==> src/rtl/sap_prog_loader_if.sv <==
// Host word stream and SRAM port of the SAP-1 program loader.
// master is the loader side; slave is the host/SRAM side.
interface sap_prog_loader_if #(
    parameter int unsigned AW = 5,
    parameter int unsigned DW = 9
);
    logic          in_valid;
    logic [DW-1:0] in_data;
    logic          in_ready;
    logic [AW-1:0] mem_addr;
    logic [DW-1:0] mem_wdata;
    logic          mem_we_n;
    logic          mem_ce_n;
    logic [DW-1:0] mem_rdata;

    modport master (
        input  in_valid, in_data, mem_rdata,
        output in_ready, mem_addr, mem_wdata, mem_we_n, mem_ce_n
    );

    modport slave (
        output in_valid, in_data, mem_rdata,
        input  in_ready, mem_addr, mem_wdata, mem_we_n, mem_ce_n
    );
endinterface

==> src/rtl/sap_prog_loader.sv <==
// Loads the SAP-1 SRAM from a host stream, checks the checksum, reads the
// memory back to verify it, and only then releases the CPU from reset.
module sap_prog_loader #(
    parameter int unsigned DEPTH = 16,
    parameter int unsigned AW    = 5,
    parameter int unsigned DW    = 9
) (
    input  logic              clk,
    input  logic              rst,
    input  logic              start,
    sap_prog_loader_if.master bus,
    output logic              cpu_rst,
    output logic              busy,
    output logic              done,
    output logic              error,
    output logic [1:0]        err_code
);
    // One extra count value marks "all words read, compare pending".
    localparam int unsigned CW = $clog2(DEPTH + 1);
    localparam logic [CW-1:0] LastIdx = CW'(DEPTH - 1);
    localparam logic [CW-1:0] AllRead = CW'(DEPTH);

    typedef enum logic [2:0] {StIdle, StLoad, StCheck, StVerify, StDone, StError} state_e;

    state_e        state_q, state_d;
    logic [CW-1:0] count_q, count_d;
    logic [DW-1:0] load_sum_q, load_sum_d;
    logic [DW-1:0] rd_sum_q, rd_sum_d;
    logic [AW-1:0] addr_q, addr_d;
    logic [DW-1:0] wdata_q, wdata_d;
    logic          we_n_q, we_n_d;
    logic          ce_n_q, ce_n_d;
    logic [1:0]    err_q, err_d;
    logic          in_ready;
    logic          accept;

    assign in_ready = (state_q == StLoad) || (state_q == StCheck);
    assign accept   = bus.in_valid & in_ready;

    assign bus.in_ready  = in_ready;
    assign bus.mem_addr  = addr_q;
    assign bus.mem_wdata = wdata_q;
    assign bus.mem_we_n  = we_n_q;
    assign bus.mem_ce_n  = ce_n_q;

    assign busy     = (state_q == StLoad) || (state_q == StCheck) || (state_q == StVerify);
    assign done     = (state_q == StDone);
    assign error    = (state_q == StError);
    assign cpu_rst  = (state_q != StDone);
    assign err_code = err_q;

    always_comb begin
        state_d    = state_q;
        count_d    = count_q;
        load_sum_d = load_sum_q;
        rd_sum_d   = rd_sum_q;
        addr_d     = addr_q;
        wdata_d    = wdata_q;
        we_n_d     = 1'b1;
        ce_n_d     = 1'b1;
        err_d      = err_q;
        unique case (state_q)
            StIdle, StDone, StError: begin
                if (start) begin
                    state_d    = StLoad;
                    count_d    = '0;
                    load_sum_d = '0;
                    rd_sum_d   = '0;
                    err_d      = 2'b00;
                end
            end
            StLoad: begin
                if (accept) begin
                    addr_d     = AW'(count_q);
                    wdata_d    = bus.in_data;
                    we_n_d     = 1'b0;
                    count_d    = count_q + 1'b1;
                    load_sum_d = load_sum_q + bus.in_data;
                    if (count_q == LastIdx) state_d = StCheck;
                end
            end
            StCheck: begin
                if (accept) begin
                    if (bus.in_data == load_sum_q) begin
                        state_d  = StVerify;
                        count_d  = '0;
                        rd_sum_d = '0;
                        addr_d   = '0;
                        ce_n_d   = 1'b0;
                    end else begin
                        state_d = StError;
                        err_d   = 2'b01;
                    end
                end
            end
            StVerify: begin
                if (count_q == AllRead) begin
                    if (rd_sum_q == load_sum_q) begin
                        state_d = StDone;
                    end else begin
                        state_d = StError;
                        err_d   = 2'b10;
                    end
                end else begin
                    // Read data is combinational, so it is summed at the end of its own cycle.
                    rd_sum_d = rd_sum_q + bus.mem_rdata;
                    count_d  = count_q + 1'b1;
                    if (count_q != LastIdx) begin
                        addr_d = AW'(count_q + 1'b1);
                        ce_n_d = 1'b0;
                    end
                end
            end
            default: state_d = StIdle;
        endcase
    end

    always_ff @(posedge clk) begin
        if (rst) begin
            state_q    <= StIdle;
            count_q    <= '0;
            load_sum_q <= '0;
            rd_sum_q   <= '0;
            addr_q     <= '0;
            wdata_q    <= '0;
            we_n_q     <= 1'b1;
            ce_n_q     <= 1'b1;
            err_q      <= 2'b00;
        end else begin
            state_q    <= state_d;
            count_q    <= count_d;
            load_sum_q <= load_sum_d;
            rd_sum_q   <= rd_sum_d;
            addr_q     <= addr_d;
            wdata_q    <= wdata_d;
            we_n_q     <= we_n_d;
            ce_n_q     <= ce_n_d;
            err_q      <= err_d;
        end
    end
endmodule

==> src/flat_wrapper.sv <==
// flat-port wrapper written by rule: the top's interface ports become plain ports
module sap_prog_loader_flat 
#(
    parameter int unsigned DEPTH = 16,
    parameter int unsigned AW    = 5,
    parameter int unsigned DW    = 9
)
  (clk, rst, start, cpu_rst, busy, done, error, err_code, bus_in_valid, bus_in_data, bus_mem_rdata, bus_in_ready, bus_mem_addr, bus_mem_wdata, bus_mem_we_n, bus_mem_ce_n);
  sap_prog_loader_if #(.AW(AW), .DW(DW)) bus_i ();
  input  logic clk;
  input  logic rst;
  input  logic start;
  output logic cpu_rst;
  output logic busy;
  output logic done;
  output logic error;
  output logic [1:0] err_code;
  input wire logic [$bits(bus_i.in_valid)-1:0] bus_in_valid;
  input wire logic [$bits(bus_i.in_data)-1:0] bus_in_data;
  input wire logic [$bits(bus_i.mem_rdata)-1:0] bus_mem_rdata;
  output wire logic [$bits(bus_i.in_ready)-1:0] bus_in_ready;
  output wire logic [$bits(bus_i.mem_addr)-1:0] bus_mem_addr;
  output wire logic [$bits(bus_i.mem_wdata)-1:0] bus_mem_wdata;
  output wire logic [$bits(bus_i.mem_we_n)-1:0] bus_mem_we_n;
  output wire logic [$bits(bus_i.mem_ce_n)-1:0] bus_mem_ce_n;
  assign bus_i.in_valid = bus_in_valid;
  assign bus_i.in_data = bus_in_data;
  assign bus_i.mem_rdata = bus_mem_rdata;
  assign bus_in_ready = bus_i.in_ready;
  assign bus_mem_addr = bus_i.mem_addr;
  assign bus_mem_wdata = bus_i.mem_wdata;
  assign bus_mem_we_n = bus_i.mem_we_n;
  assign bus_mem_ce_n = bus_i.mem_ce_n;
  sap_prog_loader #(.DEPTH(DEPTH), .AW(AW), .DW(DW)) u_core (.clk(clk), .rst(rst), .start(start), .bus(bus_i), .cpu_rst(cpu_rst), .busy(busy), .done(done), .error(error), .err_code(err_code));
endmodule
==> config.mk <==
export PLATFORM = sky130hd
export DESIGN_NAME = sap_prog_loader_flat
export DESIGN_NICKNAME = d
export VERILOG_FILES = /design/src/rtl/sap_prog_loader_if.sv /design/src/rtl/sap_prog_loader.sv /design/src/flat_wrapper.sv
export SDC_FILE = /design/constraint.sdc
export NUM_CORES = 1
export LEC_CHECK = 0
export BUFFER_PORTS_ARGS = -buffer_cell sky130_fd_sc_hd__clkbuf_2
export CAP_MARGIN = 20
export CORE_ASPECT_RATIO = 0.7
export CORE_MARGIN = 4
export CORE_UTILIZATION = 40
export DETAILED_ROUTE_END_ITERATION = 6
export PLACE_DENSITY = 0.69
export SLEW_MARGIN = 20
export SYNTH_ARGS = -nofsm -noshare
export SYNTH_HDL_FRONTEND = slang
export SYNTH_SLANG_ARGS = --single-unit
==> constraint.sdc <==
create_clock -name clk -period 3 [get_ports clk]
set_input_delay 0.45 -clock clk [delete_from_list [all_inputs] [get_ports clk]]
set_output_delay 0.45 -clock clk [all_outputs]
set_load 0.01 [all_outputs]
==> summary.txt, run 1 <==
Yosys
  – Synth Instances: 324
  – Syn avg cell area: about 8.3 um^2
  – YS warnings: 0
  – Post-synthesis mux area share: 0.01481
  – Synth Area in Compound Gates: 0.2226
  – Yosys reg bits: 44
  – Async SR Flop Fraction: 0
  – Main synth FF type: dfxtp_1
  – Post-synthesis sequential area ratio: 0.3258
  – Synthesized cell area: approximately 2700 um^2
  – Yosys cell types: 56
  – Largest family of logic cells by synthesized area: simple AND/OR/NAND/NOR gates
  – Adder-Cell Fraction of Synth Area: 0.1027
  – Syn_nets: between 300 and 400
  – Post-Synth XOR/XNOR Area: 0.07450
  – Post-synth EDFFs: 0
  – Simple-gate share of the synthesized area: 0.2230

Global routing
  – Global route total overflow: 0
  – Tot GR Track Use: 0.1732
  – First-pass GRT wire length: between 10000 and 15000 um
  – Vias in the first global route: 2261
  – Largest net degree at the start of global routing: 27
  – Initial antenna violation count: 0

Clock tree
  – H-tree levels: 2
  – Hold buffer count at CTS: 0
  – Clk sinks: 44
  – CTS buffer count: 5
  – Root Driver: clkbuf_8
  – Cts repair resizes: 0
  – Clk Latency, worst-skew pair: 0.31 ns
  – Clock buffer depth: 2
  – Setup bufs post-CTS: 0
  – Clock-pin slew on the worst setup and hold paths: approximately 0.090 ns
  – CTS tree: yes

Timing
  – Tmin final: between 2 and 3 ns
  – Slew Limit Headroom: 0.5090
  – Least-Margin Pin Slew: roughly 0.74 ns
  – Period Utilization, post-route: 0.8378
  – Clock skew: 0.006909 ns
  – Final Max Tran Viols: 0
  – Fin. Hold Viols: 0
  – # setup viols final: 0
  – FMAX: around 400 MHz
  – RSZ-0062 raised after global routing: false
  – Post-Route Setup TNS: 0 ns

Critical path
  – R2R Path Start: u_core.load_sum_q[4]
  – CP peak stage delay: approximately 0.54 ns
  – Crit. End Element: register
  – Buf/Inv on CP: 1
  – CP Max Fanout: 7
  – Crit path DAT: between 2 and 3 ns
  – Worst Setup SP: u_core.load_sum_q[4]
  – Worst Setup Start Kind: register
  – Worst setup path class: reg -> reg
  – Crit-path slowest cell: or4_4
  – CP Data Required Time: approximately 3.2 ns
  – Largest delay contributor family on the critical path: simple AND/OR/NAND/NOR gates
  – Critical-path cell list: ha_1 > or4_4 > nor4_4 > or3_4 > and3_1 > buf_4 > nor2_2 > a311oi_2

Floorplan
  – FP Rows: 24
  – Die Ht: roughly 77 um
  – Core region area: between 6000 and 7000 um^2
  – Die width: roughly 110 um
  – Die ar.: approximately 8200 um^2
  – # IOs: 45
  – Starting Density: 0.4227

Routing
  – Number of vias per cell: ~5.5
  – DR iter-0 viols: around 240
  – DRC: 0
  – Post-DRT Antenna Nets: 0
  – TritonRoute pass-1 iters: 5
  – WL final: 6930 um
  – Via Count: around 2500
  – Per-cell routed wire length: between 15 and 20 um

Run
  – Max-cap violations: 0

Finish
  – Design area: between 3000 and 4000 um^2
  – Post-layout util: 0.4930
  – Fin nets: approximately 400
  – Share of layout cells above drive strength 1: 0.1946
  – Area growth syn-to-layout: 16.61%
  – ANT cells: 0

Place
  – DP Area: around 3000 um^2
  – Dpl hpwl: 5297 um
  – Buffers on Ports: 44
  – RePlAce Congestion: between 0.8 and 0.9

Status
  – Status: complete, no violations

Power
  – Leak: 1.314 nW
  – Power per cell area: between 600 and 700 nW/um^2
  – Maximum vdd drop: 0.2337 mV

Hold path
  – Worst hold path type: in -> reg
  – Hold_sp: bus_in_data[7]
through the flow:
stage          instances  hold WS, ns  setup WS (ns)  total power (W)
2_1_floorplan        324       0.4696         0.5175         0.001380
3_3_place_gp         453       0.4437         0.3333         0.001624
3_5_place_dp         453       0.4507         0.2706         0.001638
4_1_cts              461       0.3812         0.4774         0.002118
5_1_grt              461       0.3975         0.3594         0.002252
6_report             461       0.3811         0.4866         0.002122
worst reg2reg max path: cells and delay by family (launching register included):
kind | cells | cell delay (ns)
flip-flops | 1 | 0.42
AND/OR/NAND/NOR | 5 | 1.29
buffers and inverters | 1 | 0.18
adder cells (fa/ha/maj) | 1 | 0.34
AO/OA/AOI/OAI | 1 | 0.21
registers in the layout, indices dropped and copies added, names as in the netlist:
name and count:
u_core.bus.mem_addr 5, u_core.bus.mem_wdata 9, u_core.err_code 2, u_core.load_sum_q 9, u_core.state_q 3, u_core.bus.mem_ce_n 1, u_core.rd_sum_q 9, u_core.count_q 5
u_core.bus.mem_we_n 1
per-layer routing:
| metal | part of all wire | vias to the layer above | track usage |
|---|---|---|---|
| met5 | 0 | - | 0 |
| met4 | 0.013 | 0 | 0.04916 |
| met3 | 0.10 | 8 | 0.04698 |
| met2 | 0.38 | 121 | 0.2219 |
| met1 | 0.51 | 1132 | 0.2742 |
| li1 | - | 1257 | - |
logic make-up (layout without fill, tap and decap cells):
family                   Yosys count  count (layout)
buffers and inverters             24              70
AO/OA/AOI/OAI                     85              85
flip-flops                        44              44
AND/OR/NAND/NOR                  123             123
multiplexers                       4               4
adder cells (fa/ha/maj)           21              21
XOR/XNOR                          23              23
path summary, 6_finish.rpt:
kind	endpoint	slack, ns	cells past startpoint
min reg2reg	u_core.bus.mem_wdata[6]	0.46	2
max	u_core.bus.mem_addr[1]	0.49	8
max reg2reg	u_core.bus.mem_addr[1]	0.49	8
min	u_core.bus.mem_wdata[7]	0.38	3
Yosys cell counts (4+ instances only):
cell / n / area share
nand2_1: 41 / 0.057
nor3_1: 9 / 0.017
or3_1: 5 / 0.012
o21bai_1: 4 / 0.011
xor2_1: 11 / 0.036
a21o_1: 5 / 0.014
nand3_1: 10 / 0.019
a22o_1: 8 / 0.026
clkbuf_1: 11 / 0.015
mux2i_1: 4 / 0.015
nor2_1: 31 / 0.043
inv_1: 11 / 0.015
ha_1: 19 / 0.088
xnor2_1: 12 / 0.039
nand2b_1: 9 / 0.021
a21oi_1: 23 / 0.043
a22oi_1: 7 / 0.019
o21ai_0: 10 / 0.019
dfxtp_1: 44 / 0.33
a31oi_1: 4 / 0.0093
cell type report:
cell class                 count  area, um^2
fill                         608        3243
multi-input combinational    256        1729
sequential                    44       880.8
timing repair buffer          51       272.8
tap                           91       113.9
clock buffer                   5       68.82
clock inverter                 3       46.29
inverter                      11       41.29
where the power goes:
| group | total (W) | switching [W] | leakage (nW) | internal, W |
|---|---|---|---|---|
| clock | 0.000478 | 0.000227 | 0.0548 | 0.000251 |
| combinational | 0.000905 | 0.000543 | 0.902 | 0.000361 |
| sequential | 0.000739 | 0.0000758 | 0.357 | 0.000664 |
| total | 0.00212 | 0.000846 | 1.31 | 0.00128 |
layout by cell type, fill, tap and decap left out, drive strengths merged, types with 2 or more instances in the layout:
| master | instances |
|---|---|
| a211oi | 3 |
| a21o | 5 |
| a21oi | 23 |
| a22o | 8 |
| a22oi | 7 |
| a311oi | 2 |
| a31oi | 4 |
| buf | 7 |
| clkbuf | 49 |
| dfxtp | 44 |
| fa | 2 |
| ha | 19 |
| inv | 12 |
| mux2i | 4 |
| nand2 | 42 |
| nand2b | 9 |
| nand3 | 10 |
| nand4 | 2 |
| nor2 | 32 |
| nor2b | 2 |
| nor3 | 9 |
| nor4 | 2 |
| o211ai | 3 |
| o21ai | 10 |
| o21bai | 4 |
| o22ai | 2 |
| o311a | 3 |
| o31ai | 2 |
| o32ai | 2 |
| o41ai | 2 |
| or3 | 6 |
| or4 | 2 |
| xnor2 | 12 |
| xor2 | 11 |
Note: power is estimated with default switching activity, not from simulation.
==> run 2, diff against run 1 <==
--- a/config.mk
+++ b/config.mk
@@ -11,7 +11,7 @@
 export CORE_MARGIN = 4
 export CORE_UTILIZATION = 40
 export DETAILED_ROUTE_END_ITERATION = 6
-export PLACE_DENSITY = 0.69
+export PLACE_DENSITY = 0.71
 export SLEW_MARGIN = 20
 export SYNTH_ARGS = -nofsm -noshare
 export SYNTH_HDL_FRONTEND = slang
==> constraint.sdc (replaced) <==
create_clock -name clk -period 2.3 [get_ports clk]
set_input_delay 0.345 -clock clk [delete_from_list [all_inputs] [get_ports clk]]
set_output_delay 0.345 -clock clk [all_outputs]
set_load 0.01 [all_outputs]
==> run 2 against run 1 <==
Net effect:
- the flow now finishes with violations (setup timing)
- total power increased by 40%
- combinational power increased by 57%
- clock power increased by 25%
- clock skew increased by 0.0090 ns
- non-clock buffer count increased by 41
- first-iteration DRC count decreased by 14%
- fmax increased by 8.7%
- global-route usage increased by 1.6 points
- final cell count increased by 9.1%
- via count increased by 8.7%
==> summary.txt, run 2 (synthesis gave the netlist of run 1 again) <==
Status
  – Status: finished, violations left
  – Failing checks: setup timing

Critical path
  – Critical-path cell list: ha_4 > or4_4 > nor4_4 > or3_4 > o311a_4 > a21boi_2 > o32ai_1
  – CP Max Fanout: 7 (unchanged)
  – Buf/Inv on CP: 0 (-1)
  – CP peak stage delay: 0.56 ns (+0.02 ns)
  – Worst setup path class: reg -> reg
  – CP Data Required Time: 2.49 ns (-0.74 ns)
  – Crit path DAT: 2.50 ns (-0.24 ns)
  – Crit. End Element: register
  – Reg2Reg Depth: 7 (-1)
  – FF-to-FF End: u_core.count_q[3]
  – R2r setup slk: -0.01 ns (-0.50 ns)
  – Worst Setup Start Kind: register
  – R2R Path Start: u_core.load_sum_q[3]
  – Crit-path slowest cell: or4_4
  – Largest delay contributor family on the critical path: simple AND/OR/NAND/NOR gates

Routing
  – WL final: 7733 um (+12%)
  – Via Count: 2736 (+8.7%)
  – Post-DRT Antenna Nets: 0 (unchanged)
  – TritonRoute pass-1 iters: 5 (unchanged)
  – DRC: 0 (unchanged)
  – Per-cell routed wire length: 15.37 um (+2.3%)
  – Number of vias per cell: 5.439 (-0.42%)
  – DR iter-0 viols: 203 (-14%)

Floorplan
  – # IOs: 45 (unchanged)
  – FP Rows: 24 (unchanged)
  – Core region area: 6396 um^2 (unchanged)
  – Die width: 106.3 um (unchanged)
  – Starting Density: 0.4227 (unchanged)
  – Die Ht: 76.79 um (unchanged)
  – Die ar.: 8160 um^2 (unchanged)

Place
  – Dpl hpwl: 5852 um (+10%)
  – RePlAce Congestion: 0.9055 (+3.8%)
  – Buffers on Ports: 44 (unchanged)

Finish
  – Fin nets: 454 (+10%)
  – Area growth syn-to-layout: 32.39%
  – Fill cells: 598 (-1.6%)
  – Most common cell after layout, fill and taps aside: buf_4
  – ANT cells: 0 (unchanged)
  – Commonest cells after routing, fill and taps aside: buf_4 (48), clkbuf_2 (44), nand2_1 (41)
  – Share of layout cells above drive strength 1: 0.3180 (+0.1234)

Clock tree
  – Hold buffer count at CTS: 0 (unchanged)
  – Root Driver: clkbuf_8
  – Clock buffer depth: 2 (unchanged)
  – H-tree levels: 2 (unchanged)
  – Clk Latency, worst-skew pair: 0.30 ns (about the same)
  – Clock-pin slew on the worst setup and hold paths: 0.10 ns (about the same)
  – CTS tree: yes
  – CTS buffer count: 5 (unchanged)
  – Clk sinks: 44 (unchanged)

Timing
  – Post-Route Setup TNS: -0.01484 ns (-0.01484 ns)
  – Clock skew: 0.01592 ns (+0.009010 ns)
  – Final Max Tran Viols: 0 (unchanged)
  – Slew Limit Headroom: 0.7116 (+0.2026)
  – FMAX: 432.5 MHz (+8.7%)
  – Period Utilization, post-route: 1.005 (+0.1676)
  – # setup viols final: 2 (+2)
  – Tmin final: 2.312 ns (-0.2011 ns)
  – Final WS setup: -0.01237 ns (-0.4989 ns)
  – Least-Margin Pin Slew: 0.4286 ns (-0.3079 ns)
  – Fin. Hold Viols: 0 (unchanged)
  – RSZ-0062 raised after global routing: true

Hold path
  – Worst hold path type: in -> reg
  – Hold_sp: bus_in_data[4]
  – Hold endpoint: u_core.bus.mem_wdata[4]
  – WHS Path Cells: 3 (unchanged)

Power
  – Total power: 0.002977 W (+40%)
  – Power per cell area: 831.6 nW/um^2 (+24%)
  – Leak: 1.553 nW (+18%)
  – Maximum vdd drop: 0.4826 mV (+110%)

Global routing
  – Initial antenna violation count: 0 (unchanged)
  – Tot GR Track Use: 0.1889 (+0.01571)
  – Largest net degree at the start of global routing: 25 (-7.4%)
  – First-pass GRT wire length: 12570 um (+9.6%)
  – Global route total overflow: 0 (unchanged)
  – Vias in the first global route: 2590 (+15%)

Run
  – Max-cap violations: 0 (unchanged)
==> run 2: worst max path at each step <==
stage,from,endpoint,cells after the start
after floorplan,u_core.load_sum_q[1],u_core.bus.mem_addr[0],8
after global placement,bus_mem_rdata[0],u_core.rd_sum_q[8],9
after detailed placement,bus_mem_rdata[0],u_core.rd_sum_q[8],9
after CTS,u_core.rd_sum_q[0],u_core.rd_sum_q[8],8
after global routing,u_core.load_sum_q[3],u_core.count_q[3],7
final,u_core.load_sum_q[3],u_core.count_q[3],7
==> run 2: final cells by class <==
type / count / area [um^2] / share of cell area
clock buffer: 6 / 72.57 / 0.02027
clock inverter: 2 / 35.03 / 0.009787
inverter: 11 / 41.29 / 0.01153
multi-input combinational: 257 / 1848 / 0.5163
sequential: 44 / 888.4 / 0.2482
tap: 91 / 113.9 / 0.03181
timing repair buffer: 92 / 580.6 / 0.1622
==> run 2: tightest hold or removal path, stage by stage <==
cell,delay [ns]
clkbuf_2,0.09
nand2_1,0.05
a21oi_1,0.05
==> run 2: timing repair <==
action | CTS | global route
setup endpoints to repair | 14 | 13
pin swaps | 5 | 4
cloned | 0 | 1
hold endpoints to repair | 0 | 0
setup buffers | 1 | 4
resized for setup | 6 | 11
==> run 2: metal layers <==
layer | GRT usage | share of wire | up-vias
met5 | 0 | 0 | -
met4 | 0.04010 | 0.015 | 0
met3 | 0.04362 | 0.072 | 15
met2 | 0.2630 | 0.40 | 105
met1 | 0.2920 | 0.51 | 1275
li1 | - | - | 1341
==> run 2: report_power, final <==
part	switching [W]	internal (W)	leakage [nW]	total (W)
combinational	0.000774	0.000651	1.14	0.00142
clock	0.000275	0.000323	0.0552	0.000598
sequential	0.0000872	0.000867	0.359	0.000954
total	0.00114	0.00184	1.55	0.00298
==> run 2: stage by stage <==
step | cells | hold slack (ns) | cell area, um^2 | setup slack (ns) | utilization
floorplan | 324 | 0.4696 | 2749 | 0.007432 | -
global placement | 489 | 0.4456 | 3353 | -0.1793 | 0.5243
detailed placement | 489 | 0.4538 | 3353 | -0.3376 | 0.5243
CTS | 498 | 0.2857 | 3487 | -0.006083 | 0.5452
global route | 503 | 0.2960 | 3580 | -0.09110 | 0.5597
finish | 503 | 0.2941 | 3580 | -0.01237 | 0.5597
